$ cat config.mk
export PLATFORM = sky130hd
export DESIGN_NAME = syn_current_gen
export DESIGN_NICKNAME = d
export VERILOG_FILES = /design/src/rtl/snn_pkg.sv /design/src/rtl/syn_weight_rf.sv /design/src/rtl/syn_current_gen.sv
export SDC_FILE = /design/constraint.sdc
export NUM_CORES = 1
export LEC_CHECK = 0
export ABC_AREA = 1
export ABC_CLOCK_PERIOD_IN_PS = 12240
export CORE_ASPECT_RATIO = 1.1
export CORE_MARGIN = 4
export CORE_UTILIZATION = 35
export CTS_CLUSTER_DIAMETER = 200
export CTS_CLUSTER_SIZE = 25
export DETAILED_ROUTE_END_ITERATION = 10
export MAX_ROUTING_LAYER = met4
export PLACE_DENSITY_LB_ADDON = 0.1
export SLEW_MARGIN = 20
export SYNTH_ARGS = -nofsm -noshare
export SYNTH_HDL_FRONTEND = slang
export SYNTH_SLANG_ARGS = --single-unit
$ cat constraint.sdc
create_clock -name clk -period 12.24 [get_ports clk]
set_input_delay 1.224 -clock clk [delete_from_list [all_inputs] [get_ports clk]]
set_output_delay 1.224 -clock clk [all_outputs]
set_load 0.02 [all_outputs]
$ cat src/rtl/snn_pkg.sv
// snn_pkg: shared widths, types and the unsigned 8-bit clamp used by the neuron datapath
package snn_pkg;
    localparam int CURRENT_W = 8;
    localparam int WEIGHT_W = 8;
    localparam int RAW_W = 16;
    typedef logic [CURRENT_W-1:0] current_t;
    typedef logic signed [WEIGHT_W-1:0] weight_t;
    function automatic current_t clamp_u8(input logic signed [RAW_W-1:0] v);
        return v < 0 ? '0 : v > 255 ? '1 : v[CURRENT_W-1:0];
    endfunction
endpackage

$ cat src/rtl/syn_weight_rf.sv
// syn_weight_rf: per-synapse signed weight file, one write port, all entries read in parallel
module syn_weight_rf
    import snn_pkg::*;
#(
    parameter int N_SYN = 4,
    localparam int AW = $clog2(N_SYN)
) (
    input  logic          clk,
    input  logic          rst_n,
    input  logic          wr_en,
    input  logic [AW-1:0] wr_addr,
    input  weight_t       wr_data,
    output weight_t       w [N_SYN]
);
    always_ff @(posedge clk or negedge rst_n) begin
        if (!rst_n) begin
            for (int i = 0; i < N_SYN; i++) w[i] <= '0;
        end else begin
            for (int i = 0; i < N_SYN; i++) if (wr_en && wr_addr == AW'(i)) w[i] <= wr_data;
        end
    end
endmodule

$ cat src/rtl/syn_current_gen.sv
// syn_current_gen: accumulates spike-gated weights with periodic leak into a saturated 8-bit current
module syn_current_gen
    import snn_pkg::*;
#(
    parameter int N_SYN = 4,
    parameter int DECAY_PERIOD = 4,
    parameter int DECAY_SHIFT = 3,
    localparam int AW = $clog2(N_SYN)
) (
    input  logic             clk,
    input  logic             rst_n,
    input  logic             enable,
    input  logic [N_SYN-1:0] pre_spike,
    input  logic             wr_en,
    input  logic [AW-1:0]    wr_addr,
    input  weight_t          wr_data,
    output current_t         current,
    output logic             sat,
    output logic             tick
);
    localparam int SW = WEIGHT_W + AW + 2;
    localparam int CW = DECAY_PERIOD > 1 ? $clog2(DECAY_PERIOD) : 1;
    weight_t w [N_SYN];
    logic signed [SW-1:0] wsum, raw;
    current_t shifted, leak;
    logic leak_now;
    logic [CW-1:0] cnt;
    syn_weight_rf #(.N_SYN(N_SYN)) u_rf (
        .clk(clk), .rst_n(rst_n), .wr_en(wr_en), .wr_addr(wr_addr), .wr_data(wr_data), .w(w)
    );
    always_comb begin
        wsum = '0;
        for (int i = 0; i < N_SYN; i++) if (pre_spike[i]) wsum = wsum + SW'(w[i]);
        leak_now = cnt == CW'(DECAY_PERIOD - 1);
        shifted = current >> DECAY_SHIFT;
        // nonzero accumulator always loses at least one per tick
        leak = !leak_now ? '0 : shifted != 0 ? shifted : current_t'(current != 0);
        raw = $signed(SW'(current)) - $signed(SW'(leak)) + wsum;
    end
    always_ff @(posedge clk or negedge rst_n) begin
        if (!rst_n) begin
            current <= '0;
            sat <= 1'b0;
            tick <= 1'b0;
            cnt <= '0;
        end else if (enable) begin
            current <= clamp_u8(RAW_W'(raw));
            sat <= raw < 0 || raw > 255;
            tick <= leak_now;
            cnt <= leak_now ? '0 : CW'(cnt + 1'b1);
        end else begin
            sat <= 1'b0;
            tick <= 1'b0;
        end
    end
endmodule

Yosys cells after proc, flatten, opt, wreduce, memory -nomap -nowiden
Index checks and enable logic that the tools add are counted.
{"block": "word_totals", "word_cells": 39, "register_bits": 44, "input_bits": 18}
{"block": "op_classes", "add_sub_neg": 6, "n_eq_ne": 4, "magnitude_cmp": 2, "n_reduce_logical": 8, "n_mux": 11}
{"cell": "2-to-1 mux 12 bit", "n": 4}
{"cell": "adder 12 x 8 -> 12 bit", "n": 3}
{"cell": "2-to-1 mux 8 bit", "n": 2}
{"cell": "nonzero test 8 bit", "n": 2}
{"cell": "adder 9 x 12 -> 12 bit", "n": 1}
{"cell": "> comparator 12 x 9 -> 1 bit, second input constant", "n": 1}
{"cell": "< comparator 12 x 1 -> 1 bit, second input constant", "n": 1}
{"cell": "2-to-1 mux 5 bit", "n": 2}
{"cell": "subtractor 8 x 5 -> 9 bit", "n": 1}
{"cell": "== test 2 bit, second input constant", "n": 3}
{"cell": "logical AND 1 bit", "n": 4}
{"cell": "adder 2 x 1 -> 2 bit, second input constant", "n": 1}
{"cell": "== test 2 x 1 -> 1 bit, second input constant", "n": 1}
{"cell": "logical NOT 2 bit", "n": 1}
{"cell": "2-to-1 mux 1 bit", "n": 2}
{"cell": "2-to-1 mux 2 bit", "n": 1}
{"cell": "logical OR 1 bit", "n": 1}

Depth between registers and ports, before layout
Gate-level depths: netlist of run 1.
{"block": "logic_depth", "ltp_word": 11, "ltp_mapped": 40}

Modules after synthesis
A second synthesis of run 1 with hierarchy kept.
{"block": "unflattened", "hier_cells": 623, "hier_area_um2": 4440.5}
{"mod": "syn_current_gen", "area_per_inst_um2": 3004.1, "seq_area_each_um2": 300.3, "instances": 1, "cells_each": 480}
{"mod": "syn_weight_rf", "area_per_inst_um2": 1436.4, "seq_area_each_um2": 800.8, "instances": 1, "cells_each": 143}

Worst setup path after synthesis of run 1
OpenSTA, ideal clock, no wires.
{"block": "synth_timing", "path_type": "input-to-reg", "start": "in pre_spike[0]", "end": "reg sat", "t_arrival_ps": 5863, "required_ps": 12127, "cell_stages": 32, "setup_slack_ps": 6265, "setup_ps": 113, "path_buffers": 1, "cell_sequence": "buf_2 > nand2_1 > inv_1 > ha_1 > fa_1 > nand2_1 > nand2_1 > a21oi_1 > xor2_1 > o21ai_0 > ha_1 > nand2_1 > nand2_1 > a31oi_1 > xor2_1 > o21ai_0 > ha_1 > nand2_1 > nor4_1 > nor2_1 > o21ai_0 > xnor2_1 > o21ai_0 > ha_1 > a21oi_1 > o21ai_2 > or2_1 > a21oi_4 > and3_1 > nand2_1 > nand2_1 > inv_1"}
{"block": "synth_via", "elab_chain_len": 11, "word_cells_on_any_way": 12, "classes_between": "add/sub: 4; order compare: 2; mux: 5; reduce/logical: 1"}
{"item": "start: declaration", "line": "syn_current_gen.sv:13", "source": "input logic [N_SYN-1:0] pre_spike,"}
{"item": "2-to-1 mux 12 bit (*)", "line": "syn_current_gen.sv:33", "source": "for (int i = 0; i < N_SYN; i++) if (pre_spike[i]) wsum = wsum + SW'(w[i]);"}
{"item": "adder 12 x 8 -> 12 bit", "line": "syn_current_gen.sv:33"}
{"item": "2-to-1 mux 12 bit (*)", "line": "syn_current_gen.sv:33"}
{"item": "adder 12 x 8 -> 12 bit", "line": "syn_current_gen.sv:33"}
{"item": "2-to-1 mux 12 bit (*)", "line": "syn_current_gen.sv:33"}
{"item": "adder 12 x 8 -> 12 bit", "line": "syn_current_gen.sv:33"}
{"item": "2-to-1 mux 12 bit (*)", "line": "syn_current_gen.sv:33"}
{"item": "adder 9 x 12 -> 12 bit (*)", "line": "syn_current_gen.sv:38", "source": "raw = $signed(SW'(current)) - $signed(SW'(leak)) + wsum;"}
{"item": "< comparator 12 x 1 -> 1 bit / > comparator 12 x 9 -> 1 bit (equally long branches)", "line": "syn_current_gen.sv:48", "source": "sat <= raw < 0 || raw > 255;"}
{"item": "logical OR 1 bit (*)", "line": "syn_current_gen.sv:48"}
{"item": "2-to-1 mux 1 bit (*)", "line": "syn_current_gen.sv:46", "source": "end else if (enable) begin"}
{"item": "end signal: assignment", "line": "syn_current_gen.sv:48"}
{"item": "end: declaration", "line": "syn_current_gen.sv:18", "source": "output logic sat,"}
Every way passes the cells marked *; elsewhere a longest branch is shown, timed or not.
A chain may end at the register's enable or synchronous reset.

Worst setup path after layout of run 1
Ends and elaborated chain as after synthesis.

==> results_dict.tcl, run 1 <==
set metrics [dict create \
    status "completed" \
    drv_slew 0 \
    worstReg2RegStart "u_rf.w[24]$_DFFE_PN0P_" \
    final.setup_skew_ns 0.00346 \
    yosysWarnings 0 \
    synth_seq_cells 44 \
    cts_max_level 2 \
    synth_cells 599 \
    syn-num-nets 670 \
    routed-wl-met2_um 5160 \
    wl_met1_um 4350 \
    grt_pass1_wl_um 17600 \
    drive_gt1_share_pct 5.47 \
    grt_max_degree 45 \
    critPathSlowestCell "clkdlybuf4s50_1" \
    hold_depth 2 \
    hold_start "cnt[1]$_DFFE_PN0P_" \
    cts_max_path_buffers 2 \
    worst_slew_pin_slew_ns 0.606 \
    clock-root-buffer "clkbuf_16" \
    cpMostUsedCell "nand2_1" \
    insertion_delay_ns 0.29 \
    crit_required_ns 12.42 \
    ys_types 40 \
    cp-start-kind "input port" \
    finalSetupViolCount 0 \
    top_layer "met4" \
    r2r-end "sat$_DFF_PN0_" \
    arrival_ns 7.05 \
    clock-sinks 44 \
    io_pins 28 \
    first_pass_iters 4 \
    tritoncts "done" \
    rows 41 \
    drtAntennaViolNets 0 \
    critPathKind "input port to flop" \
    netlist_area_sq_mm 0.00425 \
    reg2reg_slack_ns 6.55 \
    dieHeight_um 124 \
    syn_to_final_growth_pct 12.8 \
    hold_end "cnt[1]$_DFFE_PN0P_" \
    hold_class "flop to flop" \
    port_buffers 27 \
    gp_congestion 0.895 \
    dp_cells 765 \
    post_cts_resized 0 \
    crit_path_end_kind "flop" \
    fin_tns_setup_ns 0 \
    grt_overflow 0 \
    viasPerCell 4.83 \
    r2r_cells 32 \
    grt_pass1_vias 3843 \
    avgRoutedWirePerCell_um 12.8 \
    power_per_cell_area_mw_per_mm2 250 \
    ir_drop_mv 0.121 \
    wirelength_um 9910 \
    max_stage_delay_ns 0.56 \
    rsz0062_at_grt "no" \
    synth.avg_cell_area_sq_um 7.09 \
    relSlewSlack_pct 59.6 \
    maxCapViolations 0 \
    dieArea_sq_mm 0.0140 \
    antenna_found_initial 0 \
    crit_family "compound AO/OA/AOI/OAI gates" \
    fin_crit_sh_pct 56.1 \
    diodes 0 \
    max_freq_mhz 146 \
    yosysSeqAreaShare_pct 25.9 \
    crit_buf_inv 3 \
    p_leak_nw 2.49 \
    cp.depth 33 \
    coreArea_sq_mm 0.0117 \
    grt_util_all_layers_pct 15.9 \
    first_iter_violations 133 \
    dp_hpwl_um 8140 \
    start_util_pct 36.3 \
    cts_hold_buf 0 \
    fin_crit_ns 6.87 \
    cts_buffers 5 \
    hold_violations 0 \
    die_width_um 113 \
    cts.clk_slew.worst_paths_ns 0.06 \
    cts_post_setup_buffers_inserted 0 \
    finalNonFillerCells 772 \
    crit_path_max_fanout 9 \
    route.vias.total 3725 \
    drc 0 \
    final_nets 693 \
    routed-wl-met3_um 214 \
]
[synthesized netlist by cell type, drive strengths merged]
master	number	area share, %
xor2	24	4.9
or2	3	0.44
nand3	31	4.6
inv	78	6.9
o31ai	3	0.53
a21boi	2	0.35
fa	5	2.4
a31oi	5	0.74
and3	1	0.15
nand4	13	2.2
o22ai	1	0.15
nand2	183	16
clkinv	1	0.088
ha	48	14
xnor2	7	1.4
clkbuf	7	0.62
dfrtp	44	26
nor2	27	2.4
buf	5	0.62
nor3b	1	0.18
a21o	2	0.35
o21ai	62	7.5
o211ai	1	0.29
a21oi	40	5.6
nor4	2	0.29
nor3	3	0.74
[cells by family after synthesis]
family,Yosys count,synth area share [%]
DFF,44,25.9
buffers and inverters,91,8.22
xor gates and xnor gates,31,6.39
and+or+nand+nor,264,27.5
adders and majority gates,53,16.5
AOI/OAI and AO/OA,116,15.5
[layout make-up]
cell class / instances / area (sq um)
well taps: 150 / 188
fillers: 1238 / 6900
repair buffers: 28 / 273
inverters: 79 / 297
flip-flops and latches: 44 / 1100
clock inverters: 2 / 12.5
multi-input cells: 464 / 2800
clock buffers: 5 / 125
[power by group]
group	internal, mW	leakage [nW]	total, mW	switching [mW]
Sequential	0.182	0.546	0.225	0.0423
Clock	0.0742	0.0657	0.131	0.0571
Combinational	0.337	1.88	0.843	0.506
Total	0.593	2.49	1.20	0.606
[registers in the layout, summed over array words and instances, names as in the netlist]
name and cells:
cnt 2, sat 1, tick 1, u_rf.w 32, current 8
[layout by cell type, fill, tap and decap left out, types with 2 or more instances in the layout]
cell type        Yosys  layout
nand2_1            180     180
inv_1               78      78
o21ai_0             59      59
ha_1                48      48
dfrtp_1             44      44
a21oi_1             34      34
nor2_1              26      26
clkdlybuf4s50_1      0      26
xor2_1              24      24
nand3_1             23      23
nand4_1             11      11
nand3_2              8       8
xnor2_1              7       7
a31oi_1              5       5
fa_1                 5       5
clkbuf_16            0       5
a21oi_2              4       4
or2_1                3       3
o31ai_1              3       3
nand4_2              2       2
a21oi_4              2       2
a21o_1               2       2
o21ai_2              2       2
nor4_1               2       2
nand2_2              2       2
[how the worst max path moves through the flow]
stage	end	slack (ns)	from
finish	sat$_DFF_PN0_	5.37	pre_spike[0]
global route	current[5]$_DFFE_PN0P_	4.65	pre_spike[0]
CTS	current[5]$_DFFE_PN0P_	5.35	pre_spike[0]
detailed placement	current[5]$_DFFE_PN0P_	5.06	pre_spike[0]
global placement	sat$_DFF_PN0_	5.13	pre_spike[0]
floorplan	sat$_DFF_PN0_	6.26	pre_spike[0]
[metal layers]
metal / GRT usage (%) / vias up
li1: - / 2001
met1: 17.6 / 1666
met2: 29.8 / 39
met3: 2.35 / 19
met4: 4.36 / 0
met5: - / -
[worst reg2reg max path, delay by kind of cell, from the launching register on]
kind	cells	cell delay [ns]
AND/OR/NAND/NOR	12	1.14
buffers and inverters	2	0.09
flip-flops	1	0.38
adder cells (fa/ha/maj)	5	1.70
AO/OA/AOI/OAI	11	2.02
XOR/XNOR	2	0.24
[per-stage QoR]
step | worst slack, ns | cell area (sq um) | hold slack [ns] | util [%] | power [mW]
CTS | 5.35 | 4790 | 0.482 | 41.0 | 1.22
global placement | 5.13 | 4660 | 0.462 | 39.8 | 1.07
global route | 4.65 | 4790 | 0.507 | 41.0 | 1.34
detailed placement | 5.06 | 4660 | 0.466 | 39.8 | 1.08
finish | 5.37 | 4790 | 0.481 | 41.0 | 1.20
floorplan | 6.26 | 4250 | 0.446 | - | 0.880
Note: power is estimated with default switching activity, not from simulation.
==> run 2: changes to the inputs <==
--- a/config.mk
+++ b/config.mk
@@ -6,7 +6,7 @@
 export NUM_CORES = 1
 export LEC_CHECK = 0
 export ABC_AREA = 1
-export ABC_CLOCK_PERIOD_IN_PS = 12240
+export ABC_CLOCK_PERIOD_IN_PS = 5800
 export CORE_ASPECT_RATIO = 1.1
 export CORE_MARGIN = 4
 export CORE_UTILIZATION = 35
==> constraint.sdc (replaced) <==
create_clock -name clk -period 5.8 [get_ports clk]
set_input_delay 0.58 -clock clk [delete_from_list [all_inputs] [get_ports clk]]
set_output_delay 0.58 -clock clk [all_outputs]
set_load 0.02 [all_outputs]
==> results_dict.tcl, run 2 (synthesis gave the netlist of run 1 again) <==
set metrics [dict create \
    status "completed" \
    crit_path_max_fanout 5 \
    crit_family "adder cells" \
    worst_slew_pin_slew_ns 0.595 \
    drive_gt1_share_pct 19.3 \
    route.vias.total 4066 \
    routed-wl-met3_um 301 \
    dpl_worst_slack_ns -0.455 \
    max_stage_delay_ns 0.39 \
    internal_power_mw 1.74 \
    rows 41 \
    maxCapViolations 0 \
    ir_drop_mv 0.280 \
    routed-wl-met2_um 5810 \
    max_freq_mhz 186 \
    cts_hold_buf 0 \
    cts_buffers 5 \
    final.setup_skew_ns 0.0115 \
    port_buffers 27 \
    relSlewSlack_pct 60.3 \
    diodes 0 \
    hold_violations 0 \
    grt_pass1_wl_um 18300 \
    wirelength_um 10700 \
    p_switching_mw 1.48 \
    top_layer "met4" \
    avgRoutedWirePerCell_um 12.5 \
    coreArea_sq_mm 0.0117 \
    setup_slack_ns 0.414 \
    first_pass_iters 4 \
    die_width_um 113 \
    start_util_pct 36.3 \
    gp_congestion 0.898 \
    clock-sinks 44 \
    arrival_ns 5.57 \
    drv_slew 0 \
    grt_util_all_layers_pct 16.5 \
    largest_registers "u_rf.w: 32 flops, current: 8 flops, cnt: 2 flops" \
    cts_max_level 2 \
    critPathKind "input port to flop" \
    layout_commonest_cell "nand2_1" \
    pwr-share-comb_pct 73.8 \
    drc 0 \
    critPathSlowestCell "ha_1" \
    fin_tns_setup_ns 0 \
    mostFrequentLayoutCells "178 x nand2_1, 82 x buf_4, 78 x inv_1" \
    fin_crit_ns 5.39 \
    cp-start-kind "input port" \
    fill_cells 1208 \
    clock-root-buffer "clkbuf_16" \
    tritoncts "done" \
    antenna_found_initial 0 \
    clockPowerShare_pct 11.6 \
    first_iter_violations 158 \
    power_frac_seq_pct 14.7 \
    cts.clk_slew.worst_paths_ns 0.07 \
    p_total_mw 3.22 \
    p_leak_nw 2.93 \
    dieArea_sq_mm 0.0140 \
    syn_to_final_growth_pct 30.6 \
    grt_overflow 0 \
    final_nets 774 \
    cts_max_path_buffers 2 \
    fin_crit_sh_pct 92.9 \
    crit_path_end_kind "flop" \
    grt_pass1_vias 4135 \
    fin_util_pct 47.4 \
    finalSetupViolCount 0 \
    p_sw_share_pct 46.0 \
    largest_reg_flops 32 \
    crit_buf_inv 4 \
    cpMostUsedCell "nand2_1" \
    viasPerCell 4.77 \
    wl_met1_um 4360 \
    io_pins 28 \
    drtAntennaViolNets 0 \
    dieHeight_um 124 \
    grt_max_degree 45 \
    hold_class "input port to async pin" \
    insertion_delay_ns 0.29 \
    dp_hpwl_um 8510 \
    power_per_cell_area_mw_per_mm2 581 \
    regMostFlops "u_rf.w" \
    crit_required_ns 5.99 \
]
-- run 2: changes by cell type in the layout (fill, tap and decap cells not counted), sizes merged --
cell / delta
clkinv: -1
buf: +80
a21oi: +1
bufinv: +2
clkdlybuf4s50: -1
dlymetal6s2s: +1
clkinvlp: -1
-- run 2: power by group through the flow --
stage | Clock (mW) | Combinational, mW | Sequential (mW)
global placement | 0 | 2.10 | 0.478
floorplan | 0 | 1.36 | 0.493
finish | 0.373 | 2.38 | 0.473
global route | 0.392 | 2.65 | 0.487
detailed placement | 0 | 2.12 | 0.480
CTS | 0.384 | 2.20 | 0.475
-- run 2: area by class of cell --
cell class | instances | area (sq um) | share of cell area, %
repair buffers | 108 | 878 | 15.8
multi-input cells | 465 | 2900 | 52.3
clock buffers | 5 | 125 | 2.26
inverters | 79 | 297 | 5.35
clock inverters | 2 | 60.1 | 1.08
flip-flops and latches | 44 | 1100 | 19.8
well taps | 150 | 188 | 3.38
-- run 2: final timing paths --
check,start,endpoint,cells past startpoint,slack [ns]
min in group clk,cnt[0]$_DFFE_PN0P_,cnt[0]$_DFFE_PN0P_,1,0.49
hold reg to reg,cnt[0]$_DFFE_PN0P_,cnt[0]$_DFFE_PN0P_,1,0.49
setup reg to reg,u_rf.w[24]$_DFFE_PN0P_,sat$_DFF_PN0_,33,0.46
hold / removal,rst_n,cnt[0]$_DFFE_PN0P_,1,0.29
setup / recovery,pre_spike[0],sat$_DFF_PN0_,34,0.41
max in group asynchronous,rst_n,u_rf.w[27]$_DFFE_PN0P_,1,5.10
-- run 2: repair_timing --
action | 4_1_cts | 5_1_grt
endpoints found under the hold margin | 0 | 0
pin swaps | 2 | 25
gates resized for setup | 7 | 30
endpoints found under the setup margin | 9 | 9
cloned | 1 | 0
buffers inserted | 1 | 10
-- run 2: stage by stage --
step / instances / hold WS, ns / cell area [sq um]
5_1_grt: 853 / 0.346 / 5550
3_5_place_dp: 834 / 0.471 / 5170
4_1_cts: 843 / 0.484 / 5390
6_report: 853 / 0.287 / 5550
3_3_place_gp: 834 / 0.460 / 5170
2_1_floorplan: 599 / 0.284 / 4250
-- run 2: layer usage --
layer  global-route usage (%)  vias to the layer above
li1                         -                     2167
met1                     17.5                     1834
met3                     2.25                       16
met4                     3.46                        0
met5                        -                        -
met2                     32.5                       49
==> run 3: changes to the inputs <==
--- a/config.mk
+++ b/config.mk
@@ -9,7 +9,7 @@
 export ABC_CLOCK_PERIOD_IN_PS = 5800
 export CORE_ASPECT_RATIO = 1.1
 export CORE_MARGIN = 4
-export CORE_UTILIZATION = 35
+export CORE_UTILIZATION = 55
 export CTS_CLUSTER_DIAMETER = 200
 export CTS_CLUSTER_SIZE = 25
 export DETAILED_ROUTE_END_ITERATION = 10
==> results_dict.tcl, run 3 (synthesis gave the netlist of run 1 again) <==
set metrics [dict create \
    route.vias.total 4173 \
    r2r_cells 33 \
    setup_slack_ns 0.310 \
    layout_commonest_cell "nand2_1" \
    grt_pass1_vias 4206 \
    dpl_worst_slack_ns -0.588 \
    mostFrequentLayoutCells "173 x nand2_1, 78 x inv_1, 69 x buf_4" \
    port_buffers 27 \
    dieArea_sq_mm 0.00920 \
    diodes 0 \
    maxCapViolations 0 \
    internal_power_mw 1.71 \
    p_total_mw 3.23 \
    crit_path_max_fanout 5 \
    fin_hold_ws_ns 0.261 \
    final_nets 763 \
    clockPowerShare_pct 10.2 \
    clock-sinks 44 \
    wirelength_um 10800 \
    clock-root-buffer "clkbuf_8" \
    critPathKind "input port to flop" \
    cpMostUsedCell "nand2_1" \
    relSlewSlack_pct 60.8 \
    die_width_um 91.8 \
    tritoncts "done" \
    fin_crit_sh_pct 94.6 \
    syn_to_final_growth_pct 29.0 \
    critPathSlowestCell "ha_1" \
    drc 0 \
    reg2reg_slack_ns 0.31 \
    final.setup_skew_ns 0.0115 \
    viasPerCell 5.23 \
    fin_tns_setup_ns 0 \
    drv_slew 0 \
    cts.clk_slew.worst_paths_ns 0.09 \
    antenna_found_initial 0 \
    ir_drop_mv 0.268 \
    placed_area_sq_mm 0.00502 \
    hold_class "input port to async pin" \
    cts_max_path_buffers 2 \
    finalNonFillerCells 798 \
    worst_slew_pin_slew_ns 0.588 \
    grt_util_all_layers_pct 24.6 \
    max_stage_delay_ns 0.38 \
    cp.depth 34 \
    status "completed" \
    first_pass_iters 4 \
    dp_cells 776 \
    grt_pass1_wl_um 18100 \
    crit_buf_inv 4 \
    coreArea_sq_mm 0.00747 \
    crit_family "adder cells" \
    rows 33 \
    fill_cells 611 \
    fin_crit_ns 5.49 \
    crit_path_end_kind "flop" \
    dp_hpwl_um 8230 \
    gp_congestion 0.900 \
    cts_buffers 5 \
    start_util_pct 56.9 \
    p_leak_nw 2.87 \
    r2r-end "sat$_DFF_PN0_" \
    pwr-share-comb_pct 75.0 \
    crit_required_ns 6.00 \
    finalSetupViolCount 0 \
    grt_max_degree 45 \
    cp-start-kind "input port" \
    first_iter_violations 146 \
    dieHeight_um 100 \
    startpoint "pre_spike[0]" \
    power_per_cell_area_mw_per_mm2 589 \
    p_switching_mw 1.52 \
    fin_util_pct 73.4 \
    grt_overflow 0 \
    drive_gt1_share_pct 20.2 \
    hold_violations 0 \
    postLayoutCellArea_sq_mm 0.00548 \
    drtAntennaViolNets 0 \
    largest_reg_flops 32 \
    p_sw_share_pct 47.1 \
    worstReg2RegStart "u_rf.w[24]$_DFFE_PN0P_" \
    io_pins 28 \
    power_frac_seq_pct 14.7 \
    max_freq_mhz 182 \
    cts_max_level 2 \
    insertion_delay_ns 0.31 \
    avgRoutedWirePerCell_um 13.5 \
    largest_registers "u_rf.w: 32 flops, current: 8 flops, cnt: 2 flops" \
    regMostFlops "u_rf.w" \
    arrival_ns 5.69 \
]
## run 3: cell types whose count changed in the layout (fill, tap and decap cells not counted), moves of 4 or more
cell and change:
buf_4 -13, clkbuf_16 -5, clkbuf_8 +5, nand2_1 -5
nand2_2 +5, a21oi_1 -4
## run 3: worst max-delay path by stage
stage / endpoint
final: sat$_DFF_PN0_
after global routing: sat$_DFF_PN0_
after CTS: sat$_DFF_PN0_
after detailed placement: sat$_DFF_PN0_
after global placement: sat$_DFF_PN0_
after floorplan: sat$_DFF_PN0_
## run 3: what timing repair did
action / in CTS / in global routing
pin swaps: 7 / 33
cloned: 1 / 1
gates resized for setup: 10 / 49
hold buffers: 0 / 0
endpoints found under the setup margin: 9 / 9
buffers inserted: 4 / 8
## run 3: layout make-up
type                    instances  area, sq um  area share (%)
multi-input cells             466         3010            54.9
flip-flops and latches         44         1100            20.1
repair buffers                 96          785            14.3
inverters                      79          297            5.41
well taps                     105          131            2.40
clock inverters                 3         90.1            1.64
clock buffers                   5         68.8            1.26
## run 3: metal layers
metal	track usage, %	part of all wire (%)
met5	-	0
met4	5.83	2.9
met3	2.55	2.4
met1	24.8	39
met2	50.0	55
## run 3: worst register-to-register path, delay by kind of cell, from the launching register on
| family | cells | cell delay [ns] |
|---|---|---|
| flops | 1 | 0.39 |
| buf+inv | 3 | 0.25 |
| fa+ha+maj | 5 | 1.57 |
| simple gates | 14 | 1.46 |
| compound gates | 8 | 1.17 |
| xor+xnor | 3 | 0.55 |
## run 3: power by group through the flow
stage / Clock (mW) / Sequential, mW / Combinational, mW
6_report: 0.331 / 0.476 / 2.42
5_1_grt: 0.350 / 0.487 / 2.70
4_1_cts: 0.333 / 0.473 / 2.13
3_5_place_dp: 0 / 0.479 / 2.03
3_3_place_gp: 0 / 0.477 / 1.97
2_1_floorplan: 0 / 0.493 / 1.36
